**src/rtl/sprite_draw_scheduler_pkg.sv**
```systemverilog
// Shared definitions for the sprite draw scheduler: FSM state encodings,
// screen/background defaults, the per-slot sprite record and the
// slot-entry decision helper.
package sprite_draw_scheduler_pkg;

  typedef enum logic [2:0] {
    ST_IDLE  = 3'd0,
    ST_LATCH = 3'd1,
    ST_ERASE = 3'd2,
    ST_DRAW  = 3'd3,
    ST_NEXT  = 3'd4,
    ST_DONE  = 3'd5
  } state_e;

  localparam int          DEF_SCREEN_W  = 160;
  localparam int          DEF_SCREEN_H  = 120;
  localparam logic [2:0]  DEF_BG_COLOUR = 3'b000;

  // One sprite slot as seen by the scheduler.
  typedef struct packed {
    logic       valid;
    logic [7:0] x;
    logic [6:0] y;
    logic [2:0] colour;
  } slot_t;

  // First state for a slot: erase old box, else draw new box, else skip.
  function automatic state_e slot_entry(input logic erase, input logic draw);
    if (erase)     return ST_ERASE;
    else if (draw) return ST_DRAW;
    else           return ST_NEXT;
  endfunction

endpackage

```
**src/rtl/sprite_box_raster.sv**
```systemverilog
// Box rasteriser: walks px (inner) and py (outer) over an SPR_W x SPR_H
// box, one pixel per step, and reports the absolute pixel position, whether
// it lies on screen, and whether this is the last pixel of the box.
// Counters wrap to zero after the last pixel, so back-to-back passes need
// no extra clear cycle.
module sprite_box_raster #(
  parameter int SPR_W    = 4,
  parameter int SPR_H    = 4,
  parameter int SCREEN_W = 160,
  parameter int SCREEN_H = 120
) (
  input  logic       clk,
  input  logic       resetn,
  input  logic       start,
  input  logic       step,
  input  logic [7:0] base_x,
  input  logic [6:0] base_y,
  output logic [7:0] x_pix,
  output logic [6:0] y_pix,
  output logic       on_screen,
  output logic       last_pixel
);

  localparam logic [3:0] PX_LAST = 4'(SPR_W - 1);
  localparam logic [3:0] PY_LAST = 4'(SPR_H - 1);

  logic [3:0] px, py;
  logic [8:0] x_sum;
  logic [7:0] y_sum;

  // Raster-order pixel counters, cleared on start and wrapping after the box.
  always_ff @(posedge clk) begin
    if (!resetn || start) begin
      px <= '0;
      py <= '0;
    end else if (step) begin
      if (px == PX_LAST) begin
        px <= '0;
        py <= (py == PY_LAST) ? 4'd0 : py + 4'd1;
      end else begin
        px <= px + 4'd1;
      end
    end
  end

  // Widened sums so pixels past the right/bottom edge clip instead of wrapping.
  always_comb begin
    x_sum      = {1'b0, base_x} + {5'd0, px};
    y_sum      = {1'b0, base_y} + {4'd0, py};
    on_screen  = (x_sum < 9'(SCREEN_W)) && (y_sum < 8'(SCREEN_H));
    last_pixel = (px == PX_LAST) && (py == PY_LAST);
    x_pix      = x_sum[7:0];
    y_pix      = y_sum[6:0];
  end

endmodule

```
**src/rtl/sprite_draw_scheduler.sv**
```systemverilog
// Per-frame sprite draw sequencer feeding the VGA framebuffer write port.
// On frame_tick all slots are snapshotted; each slot is then visited in
// index order: optional erase of the previous box, then draw of the new box.
// Optional feature macro: DRAW_ERASE_EN (erase pass with prev_* tracking).
// Without it, background clearing is left to another block.
module sprite_draw_scheduler
  import sprite_draw_scheduler_pkg::*;
#(
  parameter int         N_SPRITES = 6,
  parameter int         SPR_W     = 4,
  parameter int         SPR_H     = 4,
  parameter int         SCREEN_W  = DEF_SCREEN_W,
  parameter int         SCREEN_H  = DEF_SCREEN_H,
  parameter logic [2:0] BG_COLOUR = DEF_BG_COLOUR
) (
  input  logic                   clk,
  input  logic                   resetn,
  input  logic                   frame_tick,
  input  logic [N_SPRITES-1:0]   sprite_valid,
  input  logic [8*N_SPRITES-1:0] sprite_x,
  input  logic [7*N_SPRITES-1:0] sprite_y,
  input  logic [3*N_SPRITES-1:0] sprite_colour,
  output logic [7:0]             x,
  output logic [6:0]             y,
  output logic [2:0]             colour,
  output logic                   plot,
  output logic                   busy,
  output logic [3:0]             slot_idx,
  output logic                   frame_overrun
);

  localparam int SW = (N_SPRITES > 1) ? $clog2(N_SPRITES) : 1;

  state_e                      state;
  slot_t [N_SPRITES-1:0]       in_slot;
  slot_t [N_SPRITES-1:0]       shadow;
  logic  [SW-1:0]              sel, nxt_sel;
  logic                        last_slot, in_pass;
  logic                        erase_first, erase_next;
  logic  [7:0]                 base_x, x_pix;
  logic  [6:0]                 base_y, y_pix;
  logic  [2:0]                 pass_colour;
  logic                        on_screen, last_pixel;

  for (genvar i = 0; i < N_SPRITES; i++) begin : g_unpack
    assign in_slot[i] = {sprite_valid[i], sprite_x[8*i +: 8],
                         sprite_y[7*i +: 7], sprite_colour[3*i +: 3]};
  end

  assign sel       = slot_idx[SW-1:0];
  assign last_slot = (slot_idx == 4'(N_SPRITES - 1));
  assign nxt_sel   = last_slot ? '0 : sel + 1'b1;
  assign in_pass   = (state == ST_ERASE) || (state == ST_DRAW);

`ifdef DRAW_ERASE_EN
  logic [N_SPRITES-1:0]      prev_valid;
  logic [N_SPRITES-1:0][7:0] prev_x;
  logic [N_SPRITES-1:0][6:0] prev_y;

  assign erase_first = prev_valid[0];
  assign erase_next  = prev_valid[nxt_sel];

  // Remember where each slot was drawn so the next frame can erase it.
  always_ff @(posedge clk) begin
    if (!resetn) begin
      prev_valid <= '0;
    end else if (state == ST_NEXT) begin
      prev_valid[sel] <= shadow[sel].valid;
      prev_x[sel]     <= shadow[sel].x;
      prev_y[sel]     <= shadow[sel].y;
    end
  end

  // Pass source: old box for erase, latched box for draw.
  always_comb begin
    base_x = shadow[sel].x;
    base_y = shadow[sel].y;
    if (state == ST_ERASE) begin
      base_x = prev_x[sel];
      base_y = prev_y[sel];
    end
  end
`else
  assign erase_first = 1'b0;
  assign erase_next  = 1'b0;

  // Pass source: only the latched box is ever drawn.
  always_comb begin
    base_x = shadow[sel].x;
    base_y = shadow[sel].y;
  end
`endif

  assign pass_colour = (state == ST_ERASE) ? BG_COLOUR : shadow[sel].colour;

  // Snapshot every slot once per frame so game logic can change mid-frame.
  always_ff @(posedge clk) begin
    if (state == ST_LATCH) shadow <= in_slot;
  end

  sprite_box_raster #(
    .SPR_W    (SPR_W),
    .SPR_H    (SPR_H),
    .SCREEN_W (SCREEN_W),
    .SCREEN_H (SCREEN_H)
  ) u_raster (
    .clk        (clk),
    .resetn     (resetn),
    .start      (state == ST_LATCH),
    .step       (in_pass),
    .base_x     (base_x),
    .base_y     (base_y),
    .x_pix      (x_pix),
    .y_pix      (y_pix),
    .on_screen  (on_screen),
    .last_pixel (last_pixel)
  );

  // Frame sequencer: latch, then per slot erase/draw/next, then done.
  always_ff @(posedge clk) begin
    if (!resetn) begin
      state         <= ST_IDLE;
      slot_idx      <= '0;
      frame_overrun <= 1'b0;
    end else begin
      frame_overrun <= frame_tick && (state != ST_IDLE);
      case (state)
        ST_IDLE:  if (frame_tick) state <= ST_LATCH;
        ST_LATCH: begin
          slot_idx <= '0;
          state    <= slot_entry(erase_first, in_slot[0].valid);
        end
        ST_ERASE: if (last_pixel) state <= shadow[sel].valid ? ST_DRAW : ST_NEXT;
        ST_DRAW:  if (last_pixel) state <= ST_NEXT;
        ST_NEXT: begin
          if (last_slot) begin
            state <= ST_DONE;
          end else begin
            slot_idx <= slot_idx + 4'd1;
            state    <= slot_entry(erase_next, shadow[nxt_sel].valid);
          end
        end
        ST_DONE: begin
          slot_idx <= '0;
          state    <= ST_IDLE;
        end
        default:  state <= ST_IDLE;
      endcase
    end
  end

  // Pixel port is driven straight from registered state and counters.
  always_comb begin
    busy   = (state != ST_IDLE);
    plot   = in_pass && on_screen;
    x      = in_pass ? x_pix : '0;
    y      = in_pass ? y_pix : '0;
    colour = in_pass ? pass_colour : '0;
  end

endmodule

```
**config.mk**
```make
export PLATFORM = sky130hd
export DESIGN_NAME = sprite_draw_scheduler
export DESIGN_NICKNAME = d
export VERILOG_FILES = /design/src/rtl/sprite_draw_scheduler_pkg.sv /design/src/rtl/sprite_box_raster.sv /design/src/rtl/sprite_draw_scheduler.sv
export SDC_FILE = /design/constraint.sdc
export NUM_CORES = 1
export LEC_CHECK = 0
export BUFFER_PORTS_ARGS = -buffer_cell sky130_fd_sc_hd__buf_4
export CAP_MARGIN = 20
export CORE_MARGIN = 10
export CORE_UTILIZATION = 57
export CTS_CLUSTER_DIAMETER = 50
export DETAILED_ROUTE_END_ITERATION = 10
export PLACE_DENSITY = 0.92
export SLEW_MARGIN = 15
export SYNTH_ARGS = -nofsm -noshare
export SYNTH_HDL_FRONTEND = slang
export SYNTH_SLANG_ARGS = --single-unit
```
**constraint.sdc**
```tcl
create_clock -name clk -period 9.6 [get_ports clk]
set_clock_uncertainty 0.2 [all_clocks]
set_input_delay 1.92 -clock clk [delete_from_list [all_inputs] [get_ports clk]]
set_output_delay 1.92 -clock clk [all_outputs]
set_load 0.1 [all_outputs]
```
==> flow_metrics.py <==
metrics = {
    "logic_synthesis": {
        "ys_async_sr_fraction": 0,
        "syn_area_um2": 5794,
        "ys_seq_area_frac": 0.6461,
        "synth_edf_count": 114,
        "synth_seq_cells": 130,
        "ys.flop_type": "edfxtp_1",
        "syn_inst": 399,
        "synthesis.nets": 530,
        "ys_types": 55,
        "ys_warn_count": 0,
        "avgSynthCellArea_um2": 14.52,
    },
    "layout": {
        "multi_input_area_um2": 1924,
        "nNetsFinal": 675,
        "drive_gt1_frac": 0.3591,
        "nFillCells": 553,
        "antenna_cells": 0,
        "regArea_um2": 3746,
        "syn_to_final_growth_pct": 30.36,
    },
    "clocking": {
        "cts.clk_slew.worst_paths_ns": 0.06,
        "cts_tree": "built",
        "clock_latency_ns": 0.53,
        "cts_setup_buffers": 0,
        "postCtsHoldBufs": 0,
        "htreeDepth": 4,
        "cts.sinks": 130,
        "post_cts_resized": 0,
        "numCtsBuffers": 17,
        "clk_path_buf_depth": 2,
        "cts_root_buffer": "clkbuf_8",
    },
    "global_route": {
        "grt_antenna_before_repair": 0,
        "track_usage": 0.2024,
        "grt_pass1_wl_um": 22450,
        "overflow": 0,
        "grt_max_degree": 62,
        "grt_pass1_vias": 4234,
    },
    "die": {
        "die_w_um": 120.8,
        "dieArea_um2": 14600,
        "core-area_um2": 9819,
        "die_h_um": 120.8,
        "row_count": 36,
        "initial_core_util": 0.5901,
        "pin_count": 142,
    },
    "detailed_routing": {
        "drtIter0Drc": 346,
        "dr.pass1.iters": 5,
        "drc": 0,
        "vias_per_cell": 5.823,
        "wire_per_inst_um": 21.26,
        "antenna_left": 0,
        "wl_um": 14670,
        "vias": 4018,
    },
    "power_and_ir_drop": {
        "clkPwrFrac": 0.322,
        "swShare": 0.3328,
        "p_int_mw": 1.411,
        "ir_drop_mv": 0.1627,
        "pwr-share-seq": 0.401,
        "switchingPower_uw": 703.6,
        "p_leak_nw": 2.880,
        "share_comb_of_total_power": 0.277,
        "power_density_nw_per_um2": 279.9,
    },
    "timing": {
        "setup_violations": 0,
        "layout_min_cycle_time_ns": 6.327,
        "finalSetupTns_ns": 0,
        "hold_violations": 0,
        "fmax_ghz": 0.1581,
        "worstMarginPinSlew_ns": 0.8443,
        "hold_ws_ns": 0.3258,
        "finalCritPeriodShare": 0.6590,
        "maxSlewViolCount": 0,
        "slew_headroom": 0.4360,
        "rsz0062_at_grt": "no",
    },
    "setup_path": {
        "crit-reg2reg-launch": "slot_idx[0]$_SDFFE_PN0P_",
        "critPathRequiredTime_ns": 7.48,
        "arrival_ns": 4.21,
        "critPathKind": "reg -> out",
        "path_cells": "mux4_2 > nand2_1 > o21ai_0 > ha_1 > fa_1 > a21o_1 > a21o_1 > or4_4 > a21oi_2 > nor4_2 > buf_4",
        "crit_path_end_kind": "output port",
        "reg2reg_slack_ns": 6.66,
        "cp_max_fo": 23,
        "cp-start-kind": "register",
        "reg2reg_depth": 8,
        "crit_path_frequent_cell": "a21o_1",
        "rr_endpoint": "state[1]$_SDFFE_PN0P_",
        "cpPeakStageDelay_ns": 0.83,
        "cpMaxStageDelayCell": "dfxtp_2",
        "startpoint": "slot_idx[0]$_SDFFE_PN0P_",
    },
    "hold_path": {
        "min_path_type": "reg -> reg",
        "hold_path_startpoint": "slot_idx[3]$_SDFFE_PN0P_",
        "hold_end": "slot_idx[3]$_SDFFE_PN0P_",
        "hold_depth": 2,
    },
    "placed_design": {
        "place_congestion": 0.8730,
        "dp_hpwl_um": 10180,
        "portBuffers": 141,
    },
    "status": {
        "outcome": "finished, final reports clean",
    },
    "flow_run": {
        "drv_cap": 0,
    },
}
-- power groups by stage --
stage / sequential [mW] / clock [mW] / combinational (mW)
global placement: 0.844 / 0 / 0.562
CTS: 0.848 / 0.686 / 0.586
floorplan: 0.861 / 0 / 0.436
detailed placement: 0.854 / 0 / 0.576
finish: 0.848 / 0.681 / 0.585
global route: 0.859 / 0.713 / 0.621
-- cells by family after synthesis --
family,count (synthesis),share of synthesized area
xor gates and xnor gates,12,0.01814
and+or+nand+nor,110,0.09609
DFF,130,0.6461
AOI/OAI and AO/OA,68,0.07558
buffers and inverters,20,0.02310
adders and majority gates,14,0.03282
muxes,45,0.1082
-- metal layers --
metal / up-vias / GRT usage / wire [µm]
met5: - / 0 / 0
li1: 1827 / - / -
met1: 1967 / 0.2232 / 5415
met4: 0 / 0.08673 / 331
met3: 27 / 0.05258 / 948
met2: 197 / 0.3602 / 7975
-- worst max path at each step --
stage	endpoint	cells after the start	slack (ns)
after detailed placement	plot	11	3.88
after global routing	plot	11	3.09
after CTS	plot	11	3.26
after global placement	plot	11	3.92
final	plot	11	3.27
after floorplan	plot	14	2.10
-- cells in the final DEF, fill, tap and decap left out, drive strengths merged, types with 2 or more instances in the layout --
cell type,instances
nand4,2
mux4,14
and3,4
nor3,11
o21ai,21
a21o,6
mux2i,30
buf,144
a31oi,2
a21oi,18
o22ai,5
xor2,3
a211oi,2
bufinv,5
fa,2
inv,3
or3,3
nor2,28
dfxtp,16
o211ai,2
nand3,5
edfxtp,114
xnor2,9
nor2b,5
clkinv,8
clkbuf,17
nor3b,3
nand2,28
ha,12
o31ai,2
and2,8
nand2b,8
-- worst max-delay path: cells and delay by family (launching register included) --
kind,cells,cell delay [ns]
adders and majority gates,2,0.68
DFF,1,0.83
muxes,1,0.59
buffers and inverters,1,0.24
AOI/OAI and AO/OA,4,0.68
and+or+nand+nor,3,0.64
-- cell type report --
class	count	area share
Clock buffer	17	0.05483
Clock inverter	15	0.02833
Inverter	2	0.0009939
Multi-Input combinational cell	249	0.2548
Sequential cell	130	0.4959
Tap cell	133	0.02203
Timing Repair Buffer	144	0.1431
-- registers in the layout, summed over array words and instances (netlist names) --
name	flops
shadow	114
slot_idx	4
u_raster.px	4
u_raster.py	4
state	3
frame_overrun	1
-- per-stage QoR --
stage                     cells  worst slack (ns)  utilization  area, µm²  total power, mW
final                       690             3.273       0.7692       7553            2.114
after detailed placement    658             3.877       0.7053       6925            1.430
after global routing        690             3.091       0.7692       7553            2.193
after floorplan             399             2.103            -       5794            1.297
after CTS                   690             3.258       0.7692       7553            2.120
after global placement      658             3.917       0.7053       6925            1.407
-- synthesized netlist by cell type, types with 5 or more instances --
cell | number | share of area
o21ai_0 | 19 | 0.016
xnor2_1 | 9 | 0.014
nor2_1 | 27 | 0.017
nor3_1 | 11 | 0.0095
dfxtp_1 | 16 | 0.055
mux2i_1 | 30 | 0.052
nor2b_1 | 5 | 0.0054
and2_1 | 8 | 0.0086
a21o_1 | 6 | 0.0078
edfxtp_1 | 114 | 0.59
nand2b_1 | 7 | 0.0076
nand3_1 | 5 | 0.0043
a21oi_1 | 17 | 0.015
nand2_1 | 28 | 0.018
ha_1 | 12 | 0.026
mux4_2 | 14 | 0.054
clkbuf_1 | 6 | 0.0039
Note: power is estimated with default switching activity, not from simulation.
